===== src/rtl/dmem_pkg.sv =====
// Shared types for the data-memory request controller.
// Latency: n/a (types, constants and elaboration-time helpers only).
// Backpressure: n/a.
package dmem_pkg;

  // Controller state encodings
  localparam logic [1:0] ST_IDLE = 2'd0;
  localparam logic [1:0] ST_BUSY = 2'd1;
  localparam logic [1:0] ST_DONE = 2'd2;

  typedef enum logic [1:0] {
    IDLE = ST_IDLE,
    BUSY = ST_BUSY,
    DONE = ST_DONE
  } dmem_state_e;

  // Width of the BUSY-cycle counter. A disabled timeout (0) still needs one bit.
  function automatic int unsigned tmo_cnt_width(input int unsigned timeout);
    return (timeout == 0) ? 1 : $clog2(timeout + 1);
  endfunction

endpackage


===== src/rtl/dmem_timeout_ctr.sv =====
// Counts BUSY cycles and flags the last allowed cycle before a timeout.
// Latency: count registered; tc is combinational from the current count and en.
// Backpressure: none; clr has priority over en, TERMINAL=0 never asserts tc.
module dmem_timeout_ctr #(
  parameter int unsigned WIDTH    = 8,
  parameter int unsigned TERMINAL = 255
) (
  input  logic clk,
  input  logic rst,
  input  logic clr,
  input  logic en,
  output logic tc
);

  localparam logic [WIDTH-1:0] LAST = WIDTH'((TERMINAL == 0) ? 0 : TERMINAL - 1);

  logic [WIDTH-1:0] count;

  // Clear on entry to BUSY, advance once per BUSY cycle
  always_ff @(posedge clk) begin
    if (rst) begin
      count <= '0;
    end else if (clr) begin
      count <= '0;
    end else if (en) begin
      count <= count + 1'b1;
    end
  end

  assign tc = en && (TERMINAL != 0) && (count == LAST);

endmodule


===== src/rtl/dmem_request_ctrl.sv =====
// MEM-stage initiator: turns load/store commands into one req/ack access to a multi-cycle data memory.
// Latency: decode cycle + one BUSY cycle per wait state + DONE; minimum 2 stall cycles.
// Backpressure: stall_o freezes the pipeline from decode until DONE; mem_req_o held until ack or timeout.
module dmem_request_ctrl
  import dmem_pkg::*;
#(
  parameter int unsigned ADDR_W  = 32,
  parameter int unsigned DATA_W  = 32,
  parameter int unsigned TIMEOUT = 255
) (
  input  logic              clk_i,
  input  logic              rst_i,
  input  logic              MemRead_i,
  input  logic              MemWrite_i,
  input  logic [ADDR_W-1:0] addr_i,
  input  logic [DATA_W-1:0] data_i,
  output logic [DATA_W-1:0] data_o,
  output logic              stall_o,
  output logic              err_o,
  output logic              mem_req_o,
  output logic              mem_we_o,
  output logic [ADDR_W-1:0] mem_addr_o,
  output logic [DATA_W-1:0] mem_data_o,
  input  logic              mem_ack_i,
  input  logic [DATA_W-1:0] mem_data_i
);

  localparam int unsigned CNT_W = tmo_cnt_width(TIMEOUT);

  dmem_state_e state_q;
  dmem_state_e state_d;

  logic access;
  logic aligned;
  logic start;
  logic misalign_err;
  logic ack_done;
  logic tmo_done;
  logic tmo_tc;

  // Both commands together are a store; only word-aligned accesses go to memory
  assign access  = MemRead_i | MemWrite_i;
  assign aligned = (addr_i[1:0] == 2'b00);

  dmem_timeout_ctr #(
    .WIDTH    (CNT_W),
    .TERMINAL (TIMEOUT)
  ) u_tmo (
    .clk (clk_i),
    .rst (rst_i),
    .clr (start),
    .en  (state_q == BUSY),
    .tc  (tmo_tc)
  );

  // State register
  always_ff @(posedge clk_i) begin
    if (rst_i) begin
      state_q <= IDLE;
    end else begin
      state_q <= state_d;
    end
  end

  // Next state, stall and request; ack beats a coincident timeout
  always_comb begin
    state_d      = state_q;
    stall_o      = 1'b0;
    mem_req_o    = 1'b0;
    start        = 1'b0;
    misalign_err = 1'b0;
    ack_done     = 1'b0;
    tmo_done     = 1'b0;
    case (state_q)
      IDLE: begin
        if (access && aligned) begin
          start   = 1'b1;
          stall_o = 1'b1;
          state_d = BUSY;
        end else if (access) begin
          misalign_err = 1'b1;
        end
      end
      BUSY: begin
        mem_req_o = 1'b1;
        stall_o   = 1'b1;
        if (mem_ack_i) begin
          ack_done = 1'b1;
          state_d  = DONE;
        end else if (tmo_tc) begin
          tmo_done = 1'b1;
          state_d  = DONE;
        end
      end
      DONE: begin
        // The pipeline advances on this edge; the command still visible is already served
        state_d = IDLE;
      end
      default: begin
        state_d = IDLE;
      end
    endcase
  end

  // Request latches, load-data capture and the one-cycle error pulse
  always_ff @(posedge clk_i) begin
    if (rst_i) begin
      mem_we_o   <= 1'b0;
      mem_addr_o <= '0;
      mem_data_o <= '0;
      data_o     <= '0;
      err_o      <= 1'b0;
    end else begin
      err_o <= misalign_err | tmo_done;
      if (start) begin
        mem_we_o   <= MemWrite_i;
        mem_addr_o <= addr_i;
        mem_data_o <= data_i;
      end
      if (ack_done && !mem_we_o) begin
        data_o <= mem_data_i;
      end else if (tmo_done && !mem_we_o) begin
        data_o <= '0;
      end
    end
  end

endmodule


===== config.mk =====
export PLATFORM = sky130hd
export DESIGN_NAME = dmem_request_ctrl
export DESIGN_NICKNAME = d
export VERILOG_FILES = /design/src/rtl/dmem_pkg.sv /design/src/rtl/dmem_timeout_ctr.sv /design/src/rtl/dmem_request_ctrl.sv
export SDC_FILE = /design/constraint.sdc
export NUM_CORES = 1
export LEC_CHECK = 0
export BUFFER_PORTS_ARGS = -buffer_cell sky130_fd_sc_hd__buf_4
export CAP_MARGIN = 20
export CORE_ASPECT_RATIO = 0.5
export CORE_MARGIN = 2
export CORE_UTILIZATION = 35
export DETAILED_ROUTE_END_ITERATION = 10
export GPL_ROUTABILITY_DRIVEN = 0
export GPL_TIMING_DRIVEN = 1
export HOLD_SLACK_MARGIN = 0.03
export PLACE_DENSITY = 0.63
export SYNTH_ARGS = -nofsm -noshare
export SYNTH_HDL_FRONTEND = slang
export SYNTH_SLANG_ARGS = --single-unit

===== constraint.sdc =====
create_clock -name clk_i -period 2.24 [get_ports clk_i]
set_input_delay 0.112 -clock clk_i [delete_from_list [all_inputs] [get_ports clk_i]]
set_output_delay 0.112 -clock clk_i [all_outputs]
set_load 0.02 [all_outputs]

==> results of run 1 <==
-- cells in the mapped netlist, drive strengths merged --
library cell / n / area (µm²)
a211oi: 1 / 7.51
a21oi: 70 / 350
a31o: 2 / 17.5
a32oi: 32 / 280
buf: 37 / 199
clkbuf: 37 / 139
dfxtp: 108 / 2160
ha: 2 / 25.0
inv: 38 / 143
nand2: 1 / 3.75
nand3: 4 / 20.0
nand3b: 1 / 7.51
nand4: 63 / 394
nand4b: 1 / 8.76
nor2: 10 / 40.0
nor2b: 34 / 213
nor3b: 1 / 12.5
nor4: 1 / 6.26
o211ai: 1 / 7.51
o21a: 1 / 7.51
o21ai: 4 / 20.0
o31ai: 64 / 480
o41ai: 32 / 280
or2: 3 / 18.8
or3: 4 / 25.0
or3b: 1 / 8.76
or4: 1 / 7.51
xnor2: 2 / 17.5
-- timing repair --
action / CTS / global route
gates resized for setup: 0 / 0
endpoints found under the hold margin: 82 / 0
hold buffers: 82 / 0
-- logic make-up after synthesis --
logic type / synth area share [%]
compound gates: 29.6
simple gates: 15.6
buf+inv: 9.80
flops: 44.1
xor+xnor: 0.357
fa+ha+maj: 0.510
-- through the flow --
stage          instances  util (%)  total power [W]  cell area [µm²]
2_1_floorplan        556         -          0.00250             4900
3_3_place_gp         894      47.9          0.00286             6530
3_5_place_dp         894      47.9          0.00287             6530
4_1_cts              992      56.4          0.00476             7680
5_1_grt              992      56.4          0.00493             7680
6_report             992      56.4          0.00473             7680
-- sequential cells by signal, summed over array words and instances (netlist names) --
register,cells
data_o,32
mem_addr_o,32
mem_data_o,32
u_tmo.count,8
state_q,2
err_o,1
mem_we_o,1
-- cell type report --
| class | count | area, µm² |
|---|---|---|
| Clock inverter | 6 | 95.1 |
| Fill cell | 1201 | 5950 |
| Inverter | 38 | 143 |
| Multi-Input combinational cell | 336 | 2290 |
| Sequential cell | 108 | 2160 |
| Clock buffer | 10 | 239 |
| Tap cell | 192 | 240 |
| Timing Repair Buffer | 302 | 2510 |
-- layer usage --
layer / GRT usage [%] / vias up / wire length (µm)
li1: - / 2615 / -
met5: 0 / - / 0
met1: 27.3 / 2575 / 7270
met3: 4.47 / 27 / 861
met2: 36.0 / 182 / 7960
met4: 7.16 / 0 / 347
-- report_power, final --
part	switching (W)	internal [W]
logic	0.000464	0.000424
registers	0.0000550	0.00200
clock network	0.000764	0.00102
total	0.00128	0.00345
-- worst paths after layout --
| kind | start | slack [ps] | cells after the start | end |
|---|---|---|---|---|
| hold / removal | addr_i[3] | 40 | 3 | mem_addr_o[3]$_SDFFE_PP0P_ |
| setup / recovery | state_q[1]$_SDFFE_PP0P_ | 500 | 4 | mem_addr_o[2]$_SDFFE_PP0P_ |
| hold reg to reg | mem_addr_o[1]$_SDFFE_PP0P_ | 430 | 2 | mem_addr_o[1]$_SDFFE_PP0P_ |
| setup reg to reg | state_q[1]$_SDFFE_PP0P_ | 500 | 4 | mem_addr_o[2]$_SDFFE_PP0P_ |
-- worst max-delay path: cells and delay by family (launching register included) --
family	cells	cell delay, ps
DFF	1	520
and+or+nand+nor	1	600
AOI/OAI and AO/OA	2	220
buffers and inverters	1	310
==> metrics.yaml, run 1 <==
floorplan:
  start_util_pct: 36.0
  die_w_um: 171
  die_h_um: 87.7
  die_area_mm2: 0.0150
  core_mm2: 0.0136
  io_pins: 201
  rows: 30
drt:
  drtIter0Drc: 385
  route.detailed.drc: 0
  dr.pass1.iters: 5
  wl_per_cell_um: 16.6
  dr_total_vias: 5399
  vias_per_cell: 5.44
  wirelength_um: 16400
  ant_nets: 0
logic_synthesis:
  ys.warnings.count: 0
  synth-seq-area-share_pct: 44.1
  ys_ff_latch: 108
  syn_nets: 659
  synth_area_mm2: 0.00490
  synth_cell_types: 31
  synthCells: 556
  avgSynthCellArea_um2: 8.82
timing:
  fmax_mhz: 575
  setup_slack_ps: 500
  rsz0062_at_grt: "no"
  fin_tns_setup_ps: 0
  period_share_pct: 77.7
  holdWs_ps: 38.3
  hold_violations: 0
  setup_viol: 0
  finClkSkew_ps: 7.35
  relSlewSlack_pct: 57.5
  worst_pin_slew_ps: 635
  post-route-min-period_ps: 1740
  maxSlewViolCount: 0
setup_path:
  worstPathRequired_ps: 2520
  cpMaxStageDelayCell: "or2_2"
  worstSetupPathType: "flip-flop to flip-flop"
  worst_setup_path_end_kind: "flip-flop"
  crit_fanout: 29
  crit_arrival_ps: 2020
  worstSetupStartpointType: "flip-flop"
  cpPeakStageDelay_ps: 600
  path_cells: "or2_2 > buf_4 > o31ai_1 > a21oi_1"
run_status:
  outcome: "completed"
power:
  power.density_mw_per_mm2: 616
  peakVddDrop_uv: 394
  leakagePower_nw: 3.03
final_layout:
  drive_above_1_share_pct: 30.6
  final_common_cell: "buf_4"
  layout_common_cells: "buf_4 (217), dfxtp_1 (108), dlygate4sd3_1 (82)"
  nNetsFinal: 898
  syn_to_final_growth_pct: 56.7
  antennaDiodeCount: 0
cts:
  htreeDepth: 3
  cts_tree: "done"
  cts_setup_buffers: 0
  numCtsBuffers: 9
  clk_pin_slew_ps: 80
  clock-root-buffer: "clkbuf_16"
  clockBufferDepth: 2
  clock_latency_ps: 350
  cts_sinks: 108
run:
  max_cap_violations: 0
global_route:
  grt_pass1_vias: 5044
  grt-ovfl-total: 0
  grt_pass1_wl_um: 25700
  grt_max_degree: 48
  grt_use_total_pct: 21.2
  antenna_found_initial: 0
min_path:
  hp-class: "primary input to flip-flop"
placed_design:
  portBuffers: 200
  dp.final_hpwl_um: 9920
  place_ws_ps: 523
(Power assumes the default switching activity.)
==> run 2, diff against run 1 <==
- PLACE_DENSITY: 0.63 -> 0.66
- clock period: 2.24 -> 1.5 ns (I/O delays scaled with it)
==> run 2 against run 1 <==
Net effect: routed wire length is 4.7% higher; final cell count grew 1.8%; worst hold slack better by 26 ps; flip-flop and latch count unchanged; sequential share of layout area shrank 0.95 points; via count rose by 4.0%; non-clock buffer count up 18; critical path type unchanged.
==> metrics.yaml, run 2 (synthesis results as in run 1) <==
final_layout:
  layout_common_cells: "buf_4 (217), dfxtp_1 (106), dlygate4sd3_1 (95)"  # was buf_4 (217), dfxtp_1 (108), dlygate4sd3_1 (82)
  final_area_mm2: 0.00797  # was 0.00768 mm²
  top_regs: "data_o x32, mem_addr_o x32, mem_data_o x32"  # unchanged
  syn_to_final_growth_pct: 62.5  # was 56.7%
  drive_above_1_share_pct: 32.2  # was 30.6%
  stdcell_count: 1010  # was 992
  antennaDiodeCount: 0  # unchanged
  nNetsFinal: 916  # was 898
  fin_util_pct: 58.5  # was 56.4%
  final_common_cell: "buf_4"  # unchanged
drt:
  drt-met1-wl_um: 7200  # was 7270 µm
  routed-wl-met3_um: 838  # was 861 µm
  route.detailed.drc: 0  # unchanged
  dr.pass1.iters: 4  # was 5
  ant_nets: 0  # unchanged
  wl_per_cell_um: 17.0  # was 16.6 µm
  routed.top_layer: "met4"  # unchanged
  wl_met2_um: 8740  # was 7960 µm
  drtIter0Drc: 396  # was 385
  wirelength_um: 17200  # was 16,400 µm
  dr_total_vias: 5615  # was 5,399
  vias_per_cell: 5.56  # was 5.44
setup_path:
  rr_startpoint: "state_q[1]$_SDFFE_PP0P_"  # unchanged
  cpMaxStageDelayCell: "or3b_1"  # was or2_2
  worst_setup_path_end_kind: "flip-flop"  # unchanged
  r2r_cells: 4  # unchanged
  path_cells: "or3b_1 > buf_4 > a32oi_1 > o41ai_1"  # was or2_2 > buf_4 > o31ai_1 > a21oi_1
  cpPeakStageDelay_ps: 410  # was 600 ps
  worstSetupStartpointType: "flip-flop"  # unchanged
  crit_start: "state_q[1]$_SDFFE_PP0P_"  # unchanged
  crit_fanout: 15  # was 29
  reg2reg_slack_ps: 70  # was 500 ps
  worstSetupPathType: "flip-flop to flip-flop"  # unchanged
  worstPathRequired_ps: 1730  # was 2520 ps
  crit_arrival_ps: 1650  # was 2020 ps
  r2r_end: "data_o[11]$_SDFFE_PP0P_"  # was mem_addr_o[2]$_SDFFE_PP0P_
cts:
  clock-root-buffer: "clkbuf_16"  # unchanged
  cts_sinks: 108  # unchanged
  clk_pin_slew_ps: 70  # was 80 ps
  cts_tree: "done"  # unchanged
  clockBufferDepth: 2  # unchanged
  htreeDepth: 3  # unchanged
  numCtsBuffers: 9  # unchanged
  clock_latency_ps: 350  # about the same
global_route:
  grt_pass1_vias: 5372  # was 5,044
  grt-ovfl-total: 0  # unchanged
  grt_pass1_wl_um: 27100  # was 25,700 µm
  grt_max_degree: 74  # was 48
  grt_use_total_pct: 22.2  # was 21.2%
  antenna_found_initial: 0  # unchanged
timing:
  maxSlewViolCount: 0  # unchanged
  period_share_pct: 95.1  # was 77.7%
  setup_viol: 0  # unchanged
  worst_pin_slew_ps: 647  # was 635 ps
  relSlewSlack_pct: 56.8  # was 57.5%
  rsz0062_at_grt: "yes"  # was no
  holdWs_ps: 64.2  # was 38.3 ps
  hold_violations: 0  # unchanged
  setup_slack_ps: 73.3  # was 500 ps
  fmax_mhz: 701  # was 575 MHz
  post-route-min-period_ps: 1430  # was 1740 ps
  finClkSkew_ps: 10.8  # was 7.35 ps
run_status:
  outcome: "completed"  # unchanged
floorplan:
  die_w_um: 171  # unchanged
  die_area_mm2: 0.0150  # unchanged
  start_util_pct: 36.0  # unchanged
  die_h_um: 87.7  # unchanged
  rows: 30  # unchanged
  io_pins: 201  # unchanged
  core_mm2: 0.0136  # unchanged
min_path:
  hold_start: "addr_i[1]"  # was addr_i[3]
  hp-class: "primary input to flip-flop"  # unchanged
  hold_depth: 4  # was 3
  whs_endpoint: "state_q[0]$_SDFFE_PP0P_"  # was mem_addr_o[3]$_SDFFE_PP0P_
power:
  peakVddDrop_uv: 545  # was 394 µV
  power.density_mw_per_mm2: 885  # was 616 mW/mm²
  leakagePower_nw: 3.12  # was 3.03 nW
placed_design:
  postPlaceCellArea_mm2: 0.00660  # was 0.00653 mm²
  place_ws_ps: -6.34  # was 523 ps
  portBuffers: 200  # unchanged
  dp.final_hpwl_um: 10100  # was 9920 µm
  dp_cells: 896  # was 894
run:
  max_cap_violations: 0  # unchanged
## run 2: worst max-delay path by stage
stage	end	slack, ps	cells after the start
floorplan	data_o[19]$_SDFFE_PP0P_	160	5
global placement	data_o[24]$_SDFFE_PP0P_	50	4
detailed placement	data_o[27]$_SDFFE_PP0P_	-6	4
CTS	mem_data_o[6]$_SDFFE_PP0P_	50	4
global route	data_o[2]$_SDFFE_PP0P_	-20	6
finish	data_o[11]$_SDFFE_PP0P_	70	4
## run 2: report_power, final
part           switching (W)  internal [W]
sequential         0.0000818       0.00299
combinational       0.000720      0.000680
clock                0.00112       0.00147
total                0.00192       0.00513
## run 2: what timing repair did
action | CTS | global route
hold buffers | 95 | 0
setup buffers | 0 | 3
resized for setup | 2 | 13
endpoints found under the setup margin | 2 | 33
endpoints found under the hold margin | 95 | 0
## run 2: final cells by class
class                           instances  area [µm²]
Clock buffer                           10         229
Clock inverter                          6        88.8
Fill cell                            1180        5660
Inverter                               38         143
Multi-Input combinational cell        336        2360
Sequential cell                       108        2170
Tap cell                              192         240
Timing Repair Buffer                  320        2740
## run 2: worst max-delay path: cells and delay by family, from the launching register on
family          cells  cell delay [ps]
buf+inv             1              210
simple gates        1              410
compound gates      2              310
flops               1              370
## run 2: layer usage
layer / vias up / global-route usage (%)
li1: 2656 / -
met1: 2730 / 27.7
met2: 190 / 39.2
met3: 39 / 4.20
met4: 0 / 7.70
met5: - / 0
## run 2: stage by stage
stage / setup TNS, ps / total power (W)
CTS: 0 / 0.00707
global route: -20.7 / 0.00731
detailed placement: -6.34 / 0.00431
global placement: 0 / 0.00429
floorplan: 0 / 0.00373
finish: 0 / 0.00705
==> run 3, diff against run 2 <==
- PLACE_DENSITY: 0.66 -> 0.61
==> run 3 against run 2 <==
Net effect: global-route usage down 0.77 points; maximum frequency down 1.1%; die area unchanged; non-clock buffer count down 1; final area about the same; count of clock-buffer cells in the layout up 1; sequential power about the same; largest cell class unchanged; highest routed layer unchanged.
==> metrics.yaml, run 3 (synthesis results as in run 1) <==
drt:
  ant_nets: 0  # unchanged
  route.detailed.drc: 0  # unchanged
  vias_per_cell: 5.44  # was 5.56
  wl_per_cell_um: 16.7  # was 17.0 µm
  dr.pass1.iters: 5  # was 4
  wirelength_um: 16800  # was 17,200 µm
  dr_total_vias: 5484  # was 5,615
  drtIter0Drc: 483  # was 396
cts:
  clock-root-buffer: "clkbuf_16"  # unchanged
  clk_pin_slew_ps: 70  # about the same
  htreeDepth: 3  # unchanged
  cts_tree: "done"  # unchanged
  clock_latency_ps: 340  # was 350 ps
  clockBufferDepth: 2  # unchanged
  cts_sinks: 108  # unchanged
  numCtsBuffers: 9  # unchanged
run_status:
  outcome: "completed"  # unchanged
final_layout:
  top_regs: "data_o x32, mem_addr_o x32, mem_data_o x32"  # unchanged
  syn_to_final_growth_pct: 62.6  # was 62.5%
  nNetsFinal: 915  # was 916
  antennaDiodeCount: 0  # unchanged
  multiInputGateArea_mm2: 0.00230  # was 0.00236 mm²
  layout_common_cells: "buf_4 (212), dfxtp_1 (105), dlygate4sd3_1 (95)"  # was buf_4 (217), dfxtp_1 (106), dlygate4sd3_1 (95)
  final_common_cell: "buf_4"  # unchanged
  final_area_mm2: 0.00797  # about the same
  seq_area_mm2: 0.00217  # about the same
  fillerInstances: 1178  # was 1,180
  drive_above_1_share_pct: 30.8  # was 32.2%
setup_path:
  worst_setup_path_end_kind: "flip-flop"  # unchanged
  cpMaxStageDelayCell: "or3b_1"  # unchanged
  path_cells: "or3b_1 > buf_12 > a32oi_1 > o41ai_2"  # was or3b_1 > buf_4 > a32oi_1 > o41ai_1
  cpPeakStageDelay_ps: 430  # was 410 ps
  worstSetupPathType: "flip-flop to flip-flop"  # unchanged
  worstPathRequired_ps: 1710  # was 1730 ps
  worstSetupStartpointType: "flip-flop"  # unchanged
  crit_arrival_ps: 1650  # about the same
  crit_fanout: 32  # was 15
global_route:
  grt_max_degree: 64  # was 74
  grt_pass1_wl_um: 26200  # was 27,100 µm
  grt-ovfl-total: 0  # unchanged
  grt_use_total_pct: 21.5  # was 22.2%
  antenna_found_initial: 0  # unchanged
  grt_pass1_vias: 5176  # was 5,372
timing:
  hold_violations: 0  # unchanged
  post-route-min-period_ps: 1440  # was 1430 ps
  holdWs_ps: 67.9  # was 64.2 ps
  fin_tns_setup_ps: 0  # unchanged
  fmax_mhz: 693  # was 701 MHz
  relSlewSlack_pct: 65.5  # was 56.8%
  finClkSkew_ps: 8.87  # was 10.8 ps
  setup_viol: 0  # unchanged
  worst_pin_slew_ps: 518  # was 647 ps
  period_share_pct: 96.2  # was 95.1%
  maxSlewViolCount: 0  # unchanged
floorplan:
  die_h_um: 87.7  # unchanged
  rows: 30  # unchanged
  core_mm2: 0.0136  # unchanged
  die_w_um: 171  # unchanged
  io_pins: 201  # unchanged
  start_util_pct: 36.0  # unchanged
  die_area_mm2: 0.0150  # unchanged
power:
  peakVddDrop_uv: 538  # was 545 µV
  leakagePower_nw: 3.15  # was 3.12 nW
  power.density_mw_per_mm2: 902  # was 885 mW/mm²
placed_design:
  portBuffers: 200  # unchanged
  postPlaceCellArea_mm2: 0.00666  # was 0.00660 mm²
  dp.final_hpwl_um: 9820  # was 10,100 µm
run:
  max_cap_violations: 0  # unchanged
min_path:
  hp-class: "primary input to flip-flop"  # unchanged
run 3: cell count changes in the layout (fill, tap and decap cells not counted), sizes merged:
cell / delta
buf: -1
clkbuf: +1
bufinv: +1
clkinv: -2
clkinvlp: -1
run 3: per-stage QoR:
stage	worst slack, ps	power, W	cells	utilization [%]
floorplan	155	0.00373	556	-
global placement	94.0	0.00432	897	48.9
detailed placement	53.5	0.00433	897	48.9
CTS	17.3	0.00726	1007	58.4
global route	-37.1	0.00750	1008	58.5
finish	56.8	0.00719	1008	58.5
run 3: final cells by class:
class                      instances  area share [%]
clock buffer                      11            3.05
timing repair buffer             319            34.9
inverter                          38            1.79
multi-input combinational        336            28.8
clock inverter                     4            1.22
sequential                       108            27.2
tap                              192            3.01
run 3: final timing paths:
path                                            startpoint                         end  slack (ps)  cells past startpoint
worst max register to register     state_q[1]$_SDFFE_PP0P_     data_o[12]$_SDFFE_PP0P_          60                      4
worst min register to register  mem_addr_o[0]$_SDFFE_PP0P_  mem_addr_o[0]$_SDFFE_PP0P_         430                      2
worst max-delay path               state_q[1]$_SDFFE_PP0P_     data_o[12]$_SDFFE_PP0P_          60                      4
worst min-delay path                             mem_ack_i     data_o[29]$_SDFFE_PP0P_          70                      2
run 3: worst max-delay path: cells and delay by family (launching register included):
family | cells | cell delay, ps
AOI/OAI and AO/OA | 2 | 320
and+or+nand+nor | 1 | 430
buffers and inverters | 1 | 190
DFF | 1 | 370
run 3: timing repair:
item                                   in CTS  in global routing
setup endpoints to repair                   0                 42
endpoints found under the hold margin      95                  0
hold buffers                               95                  0
gates resized for setup                     0                  4
buffers inserted                            0                  1
run 3: routing by layer:
layer	global-route usage (%)	wire length, µm	up-vias
met3	4.88	837	34
li1	-	-	2645
met5	0	0	-
met1	27.1	7300	2624
met4	7.47	410	0
met2	36.6	8260	181
run 3: power by group:
part / leakage (nW) / switching [W] / total (W) / internal (W)
Clock: 0.162 / 0.00105 / 0.00272 / 0.00167
Combinational: 2.11 / 0.000712 / 0.00140 / 0.000692
Sequential: 0.879 / 0.0000776 / 0.00307 / 0.00299
